`config.mk`:
```
export PLATFORM = sky130hd
export DESIGN_NAME = accumulator_controller
export DESIGN_NICKNAME = d
export VERILOG_FILES = /design/src/rtl/accumulator_controller.sv
export SDC_FILE = /design/constraint.sdc
export NUM_CORES = 1
export LEC_CHECK = 0
export BUFFER_PORTS_ARGS = -buffer_cell sky130_fd_sc_hd__buf_2
export CAP_MARGIN = 25
export CORE_MARGIN = 2
export CORE_UTILIZATION = 40
export DETAILED_ROUTE_END_ITERATION = 8
export PLACE_DENSITY = 0.63
export RECOVER_POWER = 100
export SYNTH_ARGS = -nofsm -noshare
export SYNTH_HDL_FRONTEND = slang
export SYNTH_SLANG_ARGS = --single-unit
```
`constraint.sdc`:
```
create_clock -name clk -period 6 [get_ports clk]
set_clock_uncertainty 0.2 [all_clocks]
set_input_delay 0.9 -clock clk [delete_from_list [all_inputs] [get_ports clk]]
set_output_delay 0.9 -clock clk [all_outputs]
set_load 0.02 [all_outputs]
```
`src/rtl/accumulator_controller.sv`:
```
// accumulator_controller: sequences write/accumulate and read commands onto the
// accumulator register file with wrap-around rows and pipeline-latency guards.
module accumulator_controller #(
    parameter int REGISTER_DEPTH = 512,
    parameter int LENGTH_WIDTH = 16,
    parameter int WRITE_LATENCY = 7,
    parameter int READ_LATENCY = 2,
    localparam int ADDR_WIDTH = $clog2(REGISTER_DEPTH),
    localparam int DW = $clog2(WRITE_LATENCY + 1)
) (
    input  logic                    clk,
    input  logic                    rst,
    input  logic                    enable,
    input  logic                    cmd_valid,
    output logic                    cmd_ready,
    input  logic                    cmd_read,
    input  logic                    cmd_accumulate,
    input  logic [ADDR_WIDTH-1:0]   cmd_addr,
    input  logic [LENGTH_WIDTH-1:0] cmd_length,
    input  logic                    wr_row_valid,
    output logic                    rf_enable,
    output logic [ADDR_WIDTH-1:0]   rf_write_addr,
    output logic                    rf_write_enable,
    output logic                    rf_accumulate,
    output logic [ADDR_WIDTH-1:0]   rf_read_addr,
    output logic                    rd_row_valid,
    output logic                    busy,
    output logic                    done
);
    typedef enum logic [2:0] {IDLE, WRITE, DRAIN, READ, FLUSH} state_t;
    state_t state;
    logic [ADDR_WIDTH-1:0] wr_addr, rd_addr;
    logic [LENGTH_WIDTH-1:0] remaining;
    logic [DW-1:0] drain;
    logic acc;
    logic [READ_LATENCY-1:0] pipe, pipe_next;
    logic issue;

    function automatic logic [ADDR_WIDTH-1:0] next_addr(input logic [ADDR_WIDTH-1:0] a);
        return a == ADDR_WIDTH'(REGISTER_DEPTH - 1) ? '0 : a + 1'b1;
    endfunction

    assign cmd_ready = enable && !rst && state == IDLE;
    assign issue = enable && state == READ;
    assign pipe_next = READ_LATENCY'({pipe, issue});
    assign rf_enable = enable;
    assign rf_write_enable = enable && wr_row_valid && state == WRITE;
    assign rf_accumulate = acc && state == WRITE;
    assign rf_write_addr = wr_addr;
    assign rf_read_addr = rd_addr;
    assign rd_row_valid = pipe[READ_LATENCY-1] && enable;
    assign busy = state != IDLE;

    // Zero-length commands pass through a one-cycle DRAIN so done lands one cycle later.
    always_ff @(posedge clk or posedge rst) begin
        if (rst) begin
            state <= IDLE;
            wr_addr <= '0;
            rd_addr <= '0;
            remaining <= '0;
            drain <= '0;
            acc <= 1'b0;
            pipe <= '0;
            done <= 1'b0;
        end else if (enable) begin
            done <= 1'b0;
            pipe <= pipe_next;
            case (state)
                IDLE: if (cmd_valid) begin
                    acc <= cmd_accumulate;
                    remaining <= cmd_length;
                    if (cmd_read) rd_addr <= cmd_addr;
                    else wr_addr <= cmd_addr;
                    if (cmd_length == '0) begin
                        state <= DRAIN;
                        drain <= DW'(1);
                    end else state <= cmd_read ? READ : WRITE;
                end
                WRITE: if (wr_row_valid) begin
                    wr_addr <= next_addr(wr_addr);
                    remaining <= remaining - 1'b1;
                    if (remaining == LENGTH_WIDTH'(1)) begin
                        state <= DRAIN;
                        drain <= DW'(WRITE_LATENCY);
                    end
                end
                DRAIN: begin
                    drain <= drain - 1'b1;
                    if (drain == DW'(1)) begin
                        state <= IDLE;
                        done <= 1'b1;
                    end
                end
                READ: begin
                    rd_addr <= next_addr(rd_addr);
                    remaining <= remaining - 1'b1;
                    if (remaining == LENGTH_WIDTH'(1)) state <= FLUSH;
                end
                FLUSH: if (pipe_next == '0) begin
                    state <= IDLE;
                    done <= 1'b1;
                end
                default: state <= IDLE;
            endcase
        end
    end
endmodule
```
==> flow_metrics.py <==
metrics = {
    "worst_setup_path": {
        "cp_num_buf_inv": 1,
        "cp_data_arrival_time_ns": 2.26,
        "reg2reg_slack_ns": 2.74,
        "critical_path.startpoint": "state[0]$_DFFE_PP0P_",
        "timing.rr.start": "state[0]$_DFFE_PP0P_",
        "crit_type": "reg2out",
        "timing.critical_path.fanout_max": 27,
        "critical_path_depth": 4,
        "timing.critical_path.cells": "nand2_1 > nor2_1 > and3_1 > clkbuf_1",
        "worstReg2RegEnd": "state[1]$_DFFE_PP0P_",
        "worst_path_dominant_cell_family": "simple AND/OR/NAND/NOR gates",
        "cpMaxStageDelayCell": "dfrtp_1",
        "max_stage_delay_ns": 0.85,
        "setup.worst_path.end": "rf_write_enable",
        "startpoint_type_of_the_worst_setup_path": "flop",
        "setup.worst_path.end_class": "output port",
        "critical_path_required_ns": 4.90,
        "r2r_cells": 3,
    },
    "grt": {
        "grt.overflow.total": 0,
        "grt_pass1_vias": 2407,
        "largest_net_degree_at_the_start_of_global_routing": 45,
        "first_pass_grt_wire_length_microns": 11740,
        "grt_antenna_before_repair": 0,
        "global_route.usage.total": 0.1920,
    },
    "yosys": {
        "asyncSetResetFlopFracSynth": 1.000,
        "synth_adder_area_share": 0.03532,
        "syn_inst": 327,
        "yosys.area_share.simple": 0.2331,
        "sequential_share_of_the_synthesized_area": 0.3885,
        "synth_cell_types": 56,
        "yosys_most_used_dff": "dfrtp_1",
        "mappedNetlistNets": 367,
        "synth_compound_gate_area_share": 0.2508,
        "synth_xor_xnor_area_share": 0,
        "average_size_of_a_mapped_cell_sq_um": 8.667,
        "ys.warnings.count": 0,
        "synth_mux_area_frac": 0.03753,
        "ff_latch_count_synth": 44,
        "mappedNetlistArea_sq_um": 2834,
        "synth_top_family_by_area": "compound AO/OA/AOI/OAI gates",
        "synth_edf_count": 0,
    },
    "timing": {
        "setup_viol": 0,
        "finalWorstPathRequiredPeriod_ns": 3.356,
        "fin_tns_setup_ns": 0,
        "max_clock_freq_mhz": 298.0,
        "rsz_0062_raised_after_global_routing": "no",
        "maxSlewHeadroom": -0.6462,
        "period_utilization_post_route": 0.5593,
        "worstMarginPinSlew_ns": 2.469,
        "report.final.slew_viol_count": 70,
        "finalHoldViolCount": 0,
    },
    "power_and_ir_drop": {
        "power_frac_comb": 0.472,
        "power.static_leakage_nw": 1.317,
        "power.net_switching_mw": 0.7490,
        "cellPowerDensity_nw_per_um2": 490.7,
        "switching_share": 0.4811,
        "ir_worst_vdd_v": 0.0002113,
        "cellInternalPower_mw": 0.8079,
        "pwr-share-seq": 0.401,
        "clock_power_share": 0.127,
    },
    "clocking": {
        "cts_inserted_buffers": 5,
        "holdBufCountCts": 0,
        "cts_repair_resize_count": 0,
        "tritoncts": "built",
        "clkTransAtPathRegs_ns": 0.08,
        "max-clock-path-buffers": 2,
        "depth_of_the_cts_h_tree": 2,
        "cts-root-buf": "clkbuf_8",
        "clock_sinks": 44,
        "insertion_delay_ns": 0.30,
        "post_cts_setup_repair_buffer_count": 0,
    },
    "job": {
        "max_cap_viol_count": 2,
    },
    "detailed_routing": {
        "route.vias.total": 2636,
        "drt-total-wl_microns": 7124,
        "detail_route.vias_per_cell": 5.609,
        "drc": 0,
        "antenna_left": 0,
        "drt_iter0_markers": 177,
        "detailedRoute.firstPassIterationCount": 4,
        "routed_len_inst_microns": 15.16,
    },
    "final_layout": {
        "layout.nets": 413,
        "utilization": 0.4645,
        "mostFrequentLayoutCell": "dfrtp_1",
        "final_cell_mix": "dfrtp_1, a21oi_1, o21ai_0",
        "areaGrowthSynthToFinish_pct": 11.96,
        "layout_filler_cell_count": 731,
        "number_of_diodes": 0,
        "post_route_cells_drive_above_1_share": 0.1203,
    },
    "place": {
        "gpl.final_weighted_congestion": 0.8088,
        "io_buffer_count": 56,
        "detailed_place_hpwl_microns": 5110,
    },
    "floorplan": {
        "initial_core_util": 0.4148,
        "die_y_extent_microns": 88.17,
        "die_width_microns": 88.17,
        "io-pin-count": 57,
        "fp.coreArea_sq_um": 6832,
        "placement_rows": 30,
        "dieArea_sq_um": 7774,
    },
    "hold_path": {
        "worst_hold_check_path_type": "reg2reg",
    },
    "status": {
        "violations": "capacitance limit, slew limit",
        "status": "finished with violations",
    },
}
[state kept, by name (all words and copies together), names as in the netlist]
register / count
remaining: 16
rf_read_addr: 9
done: 1
drain: 3
state: 3
acc: 1
pipe: 2
rf_write_addr: 9
[through the flow]
step	std cells	setup slack (ns)	area, sq um	power, mW	hold slack [ns]
floorplan	327	3.342	2834	1.199	0.2704
global placement	461	3.120	3124	1.365	0.2774
detailed placement	462	3.094	3132	1.385	0.2909
CTS	470	2.755	3222	1.589	0.3106
global route	470	2.323	3173	1.711	0.3196
finish	470	2.644	3173	1.557	0.3051
[power by group through the flow]
stage               Combinational, mW  Clock, mW  Sequential, mW
finish                          0.735      0.198           0.624
global placement                0.744          0           0.621
CTS                             0.764      0.205           0.620
global route                    0.839      0.219           0.653
floorplan                       0.575          0           0.624
detailed placement              0.761          0           0.624
[cells by family after synthesis]
kind of cell	count (synthesis)
simple gates	122
compound gates	114
flops	44
buf+inv	29
mux	10
fa+ha+maj	8
[cell usage after synthesis (all sizes together), types with 2 or more instances]
| master | count | area (sq um) |
|---|---|---|
| a21o | 2 | 15.01 |
| a21oi | 35 | 178.9 |
| a22oi | 6 | 45.04 |
| a2bb2oi | 3 | 26.28 |
| a31oi | 2 | 12.51 |
| and2 | 2 | 12.51 |
| and3 | 7 | 43.79 |
| and4 | 2 | 17.52 |
| buf | 11 | 83.82 |
| clkbuf | 8 | 33.79 |
| dfrtp | 44 | 1101 |
| ha | 8 | 100.1 |
| inv | 10 | 37.54 |
| mux2 | 5 | 56.30 |
| mux2i | 5 | 50.05 |
| nand2 | 24 | 90.09 |
| nand2b | 3 | 18.77 |
| nand3 | 8 | 40.04 |
| nand4 | 3 | 25.02 |
| nor2 | 33 | 131.4 |
| nor2b | 4 | 27.53 |
| nor3 | 9 | 45.04 |
| nor3b | 6 | 45.04 |
| nor4 | 7 | 58.81 |
| o2111ai | 2 | 17.52 |
| o21ai | 34 | 170.2 |
| o22a | 6 | 53.80 |
| o22ai | 7 | 43.79 |
| o2bb2ai | 6 | 52.55 |
| o31ai | 2 | 15.01 |
| o32ai | 2 | 17.52 |
| or2 | 3 | 18.77 |
| or3 | 5 | 31.28 |
| or3b | 2 | 17.52 |
[how the worst min path moves through the flow]
stage                          startpoint               to  slack (ns)  cells after the start
after global routing      acc$_DFFE_PP0P_  acc$_DFFE_PP0P_        0.32                      1
after CTS                 acc$_DFFE_PP0P_  acc$_DFFE_PP0P_        0.31                      1
after floorplan           acc$_DFFE_PP0P_  acc$_DFFE_PP0P_        0.27                      1
after detailed placement  acc$_DFFE_PP0P_  acc$_DFFE_PP0P_        0.29                      1
final                     acc$_DFFE_PP0P_  acc$_DFFE_PP0P_        0.31                      1
after global placement    acc$_DFFE_PP0P_  acc$_DFFE_PP0P_        0.28                      1
[worst register-to-register path, stage by stage (launching register included)]
cell and delay, ns:
dfrtp_1 0.85, nor2b_1 1.30, a211oi_1 0.38, mux2_1 0.42
[layout make-up]
class | instances | area (sq um) | area share
sequential | 44 | 1101 | 0.3470
clock buffer | 8 | 90.09 | 0.02839
tap | 96 | 120.1 | 0.03785
inverter | 10 | 37.54 | 0.01183
timing repair buffer | 58 | 254.0 | 0.08005
multi-input combinational | 254 | 1570 | 0.4949
[metal layers]
layer  global-route usage  vias up  wire, microns
li1                     -     1309              -
met1               0.2740     1272           3440
met5                    0        -              0
met3              0.03487        5            267
met2               0.3049       50           3367
met4              0.04270        0             50
Note: power is estimated with default switching activity, not from simulation.
